==> src/rtl/uart_pkg.sv <==
// Shared UART receive-path types and constants.
package uart_pkg;

    localparam int UART_DATA_W           = 8;
    localparam int UART_ENTRY_W          = 9;
    localparam int RX_FIFO_DEPTH_DEFAULT = 16;

    // One stored frame: error flag above the data byte.
    typedef struct packed {
        logic                   err;
        logic [UART_DATA_W-1:0] data;
    } rx_entry_t;

    // Build a stored entry from a flag and a byte.
    function automatic rx_entry_t make_entry(input logic err, input logic [UART_DATA_W-1:0] data);
        rx_entry_t e;
        e.err  = err;
        e.data = data;
        return e;
    endfunction

endpackage

==> src/rtl/uart_rx_fifo_mem.sv <==
// Storage for the receive FIFO: one write port, one registered read port.
// The array and the read register are deliberately left without reset.
import uart_pkg::*;

module uart_rx_fifo_mem #(
    parameter int DEPTH  = RX_FIFO_DEPTH_DEFAULT,
    parameter int ADDR_W = $clog2(DEPTH)
) (
    input  logic                    clk,
    input  logic                    wr_en,
    input  logic [ADDR_W-1:0]       wr_addr,
    input  logic [UART_ENTRY_W-1:0] wr_data,
    input  logic                    rd_en,
    input  logic [ADDR_W-1:0]       rd_addr,
    output logic [UART_ENTRY_W-1:0] rd_data
);

    logic [UART_ENTRY_W-1:0] mem [DEPTH];

    // Write the new entry and capture the head entry; a read of the slot being
    // written in the same cycle returns the old contents.
    always_ff @(posedge clk) begin
        if (wr_en) begin
            mem[wr_addr] <= wr_data;
        end
        if (rd_en) begin
            rd_data <= mem[rd_addr];
        end
    end

endmodule

==> src/rtl/uart_rx_fifo.sv <==
// Receive FIFO behind a UART receiver: turns frame-complete / framing-error
// levels into single write events and buffers {err, byte} entries.
import uart_pkg::*;

module uart_rx_fifo #(
    parameter int DEPTH    = RX_FIFO_DEPTH_DEFAULT,
    parameter int KEEP_ERR = 1
) (
    input  logic                   clk,
    input  logic                   rst_n,
    input  logic                   rxDone,
    input  logic                   rxErr,
    input  logic [UART_DATA_W-1:0] rxByte,
    input  logic                   rdEn,
    output logic [UART_DATA_W-1:0] rdData,
    output logic                   rdErr,
    output logic                   rdValid,
    output logic                   empty,
    output logic                   full,
    output logic [$clog2(DEPTH):0] count,
    output logic                   overflow,
    input  logic                   clrOverflow
);

    localparam int ADDR_W = $clog2(DEPTH);
    localparam logic [ADDR_W:0] FULL_COUNT = (ADDR_W+1)'(DEPTH);

    logic              done_q;
    logic              err_q;
    logic              armed;
    logic              done_rise;
    logic              err_rise;
    logic              wr_req;
    logic              wr_en;
    logic              rd_en;
    logic              drop;
    logic              have_data;
    logic [ADDR_W-1:0] wr_ptr;
    logic [ADDR_W-1:0] rd_ptr;
    logic [UART_ENTRY_W-1:0] mem_q;
    rx_entry_t         wr_entry;
    rx_entry_t         rd_entry;

    // Sample the receiver levels; armed stays low for the first cycle after
    // reset so a level already high at release never counts as a rise.
    always_ff @(posedge clk or negedge rst_n) begin
        if (!rst_n) begin
            done_q <= 1'b0;
            err_q  <= 1'b0;
            armed  <= 1'b0;
        end else begin
            done_q <= rxDone;
            err_q  <= rxErr;
            armed  <= 1'b1;
        end
    end

    // Decide the write/read actions of this cycle; any rise while rxErr is
    // high is an errored frame, which is stored only when KEEP_ERR is set.
    always_comb begin
        done_rise = armed & rxDone & ~done_q;
        err_rise  = armed & rxErr & ~err_q;
        wr_entry  = make_entry(rxErr, rxByte);
        wr_req    = (done_rise | err_rise) & (~rxErr | (KEEP_ERR != 0));
        rd_en     = rdEn & ~empty;
        wr_en     = wr_req & (~full | rd_en);
        drop      = wr_req & full & ~rd_en;
        empty     = (count == '0);
        full      = (count == FULL_COUNT);
    end

    // Pointers and occupancy; pointers wrap naturally at DEPTH.
    always_ff @(posedge clk or negedge rst_n) begin
        if (!rst_n) begin
            wr_ptr <= '0;
            rd_ptr <= '0;
            count  <= '0;
        end else begin
            if (wr_en) begin
                wr_ptr <= wr_ptr + 1'b1;
            end
            if (rd_en) begin
                rd_ptr <= rd_ptr + 1'b1;
            end
            case ({wr_en, rd_en})
                2'b10:   count <= count + 1'b1;
                2'b01:   count <= count - 1'b1;
                default: count <= count;
            endcase
        end
    end

    // Read qualifier, "something has been read" flag and the sticky overflow,
    // where a new drop wins over a clear in the same cycle.
    always_ff @(posedge clk or negedge rst_n) begin
        if (!rst_n) begin
            rdValid   <= 1'b0;
            have_data <= 1'b0;
            overflow  <= 1'b0;
        end else begin
            rdValid   <= rd_en;
            have_data <= have_data | rd_en;
            if (drop) begin
                overflow <= 1'b1;
            end else if (clrOverflow) begin
                overflow <= 1'b0;
            end
        end
    end

    uart_rx_fifo_mem #(
        .DEPTH  (DEPTH),
        .ADDR_W (ADDR_W)
    ) u_mem (
        .clk     (clk),
        .wr_en   (wr_en),
        .wr_addr (wr_ptr),
        .wr_data (wr_entry),
        .rd_en   (rd_en),
        .rd_addr (rd_ptr),
        .rd_data (mem_q)
    );

    // The memory read register has no reset, so outputs read as zero until
    // the first pop after reset; afterwards they hold the last popped entry.
    always_comb begin
        rd_entry = have_data ? rx_entry_t'(mem_q) : '0;
        rdData   = rd_entry.data;
        rdErr    = rd_entry.err;
    end

endmodule

==> config.mk <==
export PLATFORM = sky130hd
export DESIGN_NAME = uart_rx_fifo
export DESIGN_NICKNAME = d
export VERILOG_FILES = /design/src/rtl/uart_pkg.sv /design/src/rtl/uart_rx_fifo_mem.sv /design/src/rtl/uart_rx_fifo.sv
export SDC_FILE = /design/constraint.sdc
export NUM_CORES = 1
export LEC_CHECK = 0
export ABC_AREA = 1
export CAP_MARGIN = 25
export CORE_UTILIZATION = 60
export CTS_CLUSTER_SIZE = 28
export DETAILED_ROUTE_END_ITERATION = 6
export PLACE_DENSITY = 0.89
export REMOVE_ABC_BUFFERS = 1
export SLEW_MARGIN = 20
export SYNTH_ARGS = -nofsm -noshare
export SYNTH_HDL_FRONTEND = slang
export SYNTH_SLANG_ARGS = --single-unit
==> constraint.sdc <==
create_clock -name clk -period 2.6 [get_ports clk]
set_input_delay 0.52 -clock clk [delete_from_list [all_inputs] [get_ports clk]]
set_output_delay 0.52 -clock clk [all_outputs]
set_load 0.02 [all_outputs]
Yosys cells after proc, flatten, opt, wreduce, memory -nomap -nowiden

Memory sizes are Yosys's and may differ from the RTL's. A register that Yosys moved wholly into a read port is not among the register bits.
Cells that the tools add are included.

$add $sub $neg: 4
Equality and inequality tests: 3
Multiplexer cells: 6
Bitwise logic cells: 16
Reductions and logical operators: 3

Operator list:

| kind                  | count |
|---|---|
| $pmux W5 S2           | 1 |
| $mux W9               | 1 |
| $add A4 B1 Y4 const B | 2 |
| $and A1 B1 Y1         | 8 |
| $add A5 B1 Y5 const B | 1 |
| $eq A5 B5 Y1 const B  | 1 |
| $logic_not A5 Y1      | 1 |
| $not A1 Y1            | 5 |
| $sub A5 B1 Y5 const B | 1 |
| $mux W1               | 4 |
| $reduce_bool A2 Y1    | 2 |
| $or A1 B1 Y1          | 3 |
| $eq A2 B1 Y1 const B  | 1 |
| $eq A2 B2 Y1 const B  | 1 |

Bits in registers: 19
RAM bits: 144
Input bits: 14
Output and inout bits: 18
Word-level logic and storage cells: 42
Memories kept: 1

Memories:

| memory    | words | bits a word | rd ports | clocked after Yosys merged registers in | wr ports | RTL line               | RTL |
|---|---|---|---|---|---|---|---|
| u_mem.mem | 16    | 9           | 1        | 1                                       | 1        | uart_rx_fifo_mem.sv:18 | `logic [UART_ENTRY_W-1:0] mem [DEPTH];` |

Logic depth before layout (Yosys ltp)

Depth after elaboration: 7
Gate-level depth with buffers: 18
Gate-level depth less buffers: 17

By module

From an unflattened synthesis, not the netlist that was laid out.

Cells, all modules: 746
Area total of the unflattened synthesis: 7659.8 µm²

By module, submodules not included:

| module           | times used | cells each | area each (µm²) | sequential area each (µm²) |
|---|---|---|---|---|
| uart_rx_fifo_mem | 1          | 615        | 6592.6          | 4594.4 |
| uart_rx_fifo     | 1          | 131        | 1067.3          | 475.5 |

Worst setup path before layout

OpenSTA, ideal clock, no wires.

Path kind: register to register
Start: register count[3]
End: register count[4]
Setup time: 117 ps
Arrival: 2245 ps
Data required time: 2483 ps
Slack: 237 ps
Cell stages (with the launch flop): 18
Path buffers: 1
Period minus slack after synthesis: 2363 ps
Cell sequence: dfrtp_1 > nor2_1 > nand3_1 > nor2_4 > nand2_2 > nand2_2 > buf_4 > ha_1 > nand2_1 > inv_1 > nor2_1 > ha_1 > inv_1 > nand2_1 > nand3_1 > nand3b_1 > nand3_1 > nand2_1

Elaborated cells between the ends (all ways): 13
Those cells by class: add/sub: 2; eq/ne: 3; mux: 1; bitwise: 5; reduce/logical: 2

RTL lines:

| item                                                     | RTL line           | RTL |
|---|---|---|
| start, declared                                          | uart_rx_fifo.sv:20 | `output logic [$clog2(DEPTH):0] count,` |
| start signal, assigned                                   | uart_rx_fifo.sv:86 | `2'b10: count <= count + 1'b1;` |
| start signal, assigned                                   | uart_rx_fifo.sv:87 | `2'b01: count <= count - 1'b1;` |
| start signal, assigned                                   | uart_rx_fifo.sv:88 | `default: count <= count;` |
| $eq A5 B5 Y1 *                                           | uart_rx_fifo.sv:69 | `full = (count == FULL_COUNT);` |
| net full                                                 | uart_rx_fifo.sv:19 | `output logic full,` |
| $not A1 Y1 *                                             | uart_rx_fifo.sv:66 | `wr_en = wr_req & (~full \| rd_en);` |
| $or A1 B1 Y1 *                                           | uart_rx_fifo.sv:66 |  |
| $and A1 B1 Y1 *                                          | uart_rx_fifo.sv:66 |  |
| $eq A2 B1 Y1 / $eq A2 B2 Y1 (equally long branches)      | uart_rx_fifo.sv:85 | `case ({wr_en, rd_en})` |
| $pmux W5 S2 / $reduce_bool A2 Y1 (equally long branches) | n/a                |  |

Mark *: on every way through the listed nets, which the timed path passes. The rest lies on a longest branch.
A chain may end at the register's enable or synchronous reset.

Worst setup path in the final report

Start: register count[3]
End: output full

Longest elaborated chain between the ends: 1

Ends and longest elaborated chain:

| item          | RTL line |
|---|---|
| $eq A5 B5 Y1  | uart_rx_fifo.sv:69 |
| end, declared | uart_rx_fifo.sv:19 |

Every way passes these cells.

==> flow_metrics.py <==
metrics = {
    "yosys": {
        "syn_avg_cell_area_um2": 11.4,
        "synth_area_um2": 7300,
        "ys_seq_area_frac": 0.695,
        "synth_cells": 641,
        "yosysTopAreaCellShare": 0.630,
        "ys_ff_latch": 172,
        "synthFlopType": "edfxtp_1",
        "synth_cell_type_count": 28,
        "synthMostInstantiatedCell": "edfxtp_1",
        "yosysTopAreaCell": "edfxtp_1",
        "synth-edff-count": 153,
        "synth_area_leaders": "edfxtp_1, dfrtp_1, nor2_1, nand2_1, nand3_1",
        "yosysWarnings": 0,
        "synthTopCellsByCount": "edfxtp_1, nor2_1, nand2_1",
        "synth_async_sr_flop_share": 0.110,
    },
    "die": {
        "core_um2": 11600,
        "rows": 39,
        "die-area_um2": 12600,
        "die_x_um": 112,
        "io_pins": 32,
        "dieHeight_um": 112,
        "initial_utilization": 0.628,
    },
    "cells_and_area": {
        "insertedDiodeCount": 0,
        "seq_area_um2": 5070,
        "fillers": 729,
        "multiInputGateArea_um2": 1810,
        "fin_util": 0.736,
        "final_nets": 715,
        "syn_to_final_growth_pct": 17.0,
        "drive_gt1_frac": 0.106,
        "fin_area_um2": 8540,
    },
    "place": {
        "dpl_cell_area_um2": 7860,
        "dpl.hpwl_um": 10300,
        "gp_congestion": 0.914,
        "io_buffers": 31,
    },
    "timing": {
        "slew-limit-headroom": 0.446,
        "post-route-min-period_ns": 2.40,
        "finalHoldViolCount": 0,
        "worst_pin_slew_ns": 0.830,
        "skew_ns": 0.00647,
        "setup_viol": 0,
        "fmax_mhz": 416,
        "rsz0062_at_grt": "false",
        "finalCritPeriodShare": 0.924,
        "maxSlewViolCount": 0,
    },
    "clock_network": {
        "clock-sinks": 172,
        "cts_setup_buffers": 0,
        "cts_resized": 0,
        "htree_levels": 4,
        "clk_latency_ns": 0.43,
        "cts_hold_buf": 0,
        "cts_tree": "done",
        "cts_buffers": 17,
        "cts.path.max_buffers": 2,
        "clk_pin_slew_ns": 0.06,
        "clockRootBuffer": "clkbuf_16",
    },
    "route": {
        "routed_wl_um": 17100,
        "viasPerCell": 6.02,
        "firstDrtPassIters": 7,
        "wire_per_inst_um": 20.2,
        "drt_iter0_markers": 737,
        "drc": 4,
        "ant_nets": 0,
        "via_count": 5102,
    },
    "power": {
        "vdd_drop_max_mv": 0.626,
        "p_leak_nw": 3.29,
        "powerDensity_nw_per_um2": 1120,
    },
    "global_routing": {
        "grt_first_pass_wirelength_um": 27100,
        "overflow": 0,
        "track_usage": 0.295,
        "antenna_found_initial": 0,
        "grt_pass1_vias": 5135,
        "grt_max_degree": 71,
    },
    "worst_setup_path": {
        "worstSetupPathType": "reg -> out",
        "reg2reg_depth": 16,
        "critPathCaptureType": "output pin",
        "required_ns": 2.08,
        "worstPathArrival_ns": 1.88,
        "rrSetupSlack_ns": 0.26,
        "start_kind": "flop",
        "cp_max_fo": 4,
    },
    "status": {
        "outcome": "complete, but fails checks",
        "violations": "design-rule violations",
    },
    "flow_run": {
        "max_cap_viol_count": 0,
    },
    "min_path": {
        "hold_class": "in -> async",
    },
}
==> area by class of cell <==
type                    instances  share of cell area
well taps                     143              0.0209
inverters                      60              0.0264
flip-flops and latches        172               0.594
clock buffers                  21              0.0551
clock inverters                11              0.0249
repair buffers                 64              0.0668
multi-input cells             377               0.212
==> report_power, final <==
group / leakage (nW) / switching, W / internal, W
sequential: 1.61 / 0.000197 / 0.00334
clock: 0.337 / 0.00102 / 0.00188
combinational: 1.34 / 0.00206 / 0.00107
total: 3.29 / 0.00327 / 0.00629
==> per-stage QoR <==
stage / total power (W) / hold WS (ns) / TNS, ns / std cells / worst slack [ns]
global route: 0.0100 / 0.547 / 0 / 848 / 0.0378
floorplan: 0.00547 / 0.224 / -5.65 / 609 / -0.613
global placement: 0.00640 / 0.515 / 0 / 816 / 0.0554
finish: 0.00956 / 0.498 / 0 / 848 / 0.197
CTS: 0.00952 / 0.516 / 0 / 848 / 0.193
detailed placement: 0.00661 / 0.522 / -0.238 / 816 / -0.186
==> final timing paths <==
check | from | to
min in group clk | overflow | overflow
max reg2reg | count[3] | count[4]
max in group asynchronous | rst_n | wr_ptr[3]
min | rst_n | overflow
min reg2reg | overflow | overflow
max | count[3] | full
==> layout by cell type (no fill, tap or decap), types with 3 or more instances in the layout <==
master and instances:
edfxtp_1 153, nor2_1 112, nand2_1 90, nand3_1 66
inv_1 57, o21ai_0 49, buf_4 32, clkdlybuf4s50_1 31
o211ai_1 25, dfrtp_1 18, clkbuf_16 17, ha_1 8
bufinv_16 6, o21ai_1 5, xor2_1 5, nor2_2 3
clkinv_2 3, clkbuf_8 3
==> sequential cells by signal (all words and copies together) (netlist names), 4 cells and up <==
name           cells
u_mem.mem        144
u_mem.rd_data      9
count              5
rd_ptr             4
wr_ptr             4
==> routing by layer <==
layer | vias up | wire, um | global-route usage
li1 | 2296 | - | -
met1 | 2395 | 5970 | 0.360
met2 | 341 | 8740 | 0.491
met3 | 70 | 1740 | 0.0621
met4 | 0 | 672 | 0.172
met5 | - | 0 | 0
==> cells by family (layout without fill, tap and decap cells) <==
logic type / after synthesis / count (layout) / synth area share
AOI/OAI and AO/OA: 83 / 83 / 0.0660
xor gates and xnor gates: 7 / 7 / 0.00840
adders and majority gates: 9 / 9 / 0.0154
buffers and inverters: 92 / 156 / 0.0573
DFF: 172 / 172 / 0.695
other: 1 / 1 / 0.000514
and+or+nand+nor: 277 / 277 / 0.158
==> critical path, cell delays in order (launching register included) <==
cell	delay, ns
dfrtp_1	0.43
nor2_1	0.16
nand3_1	0.13
nor2_4	0.13
clkdlybuf4s50_1	0.61
Note: power is estimated with default switching activity, not from simulation.
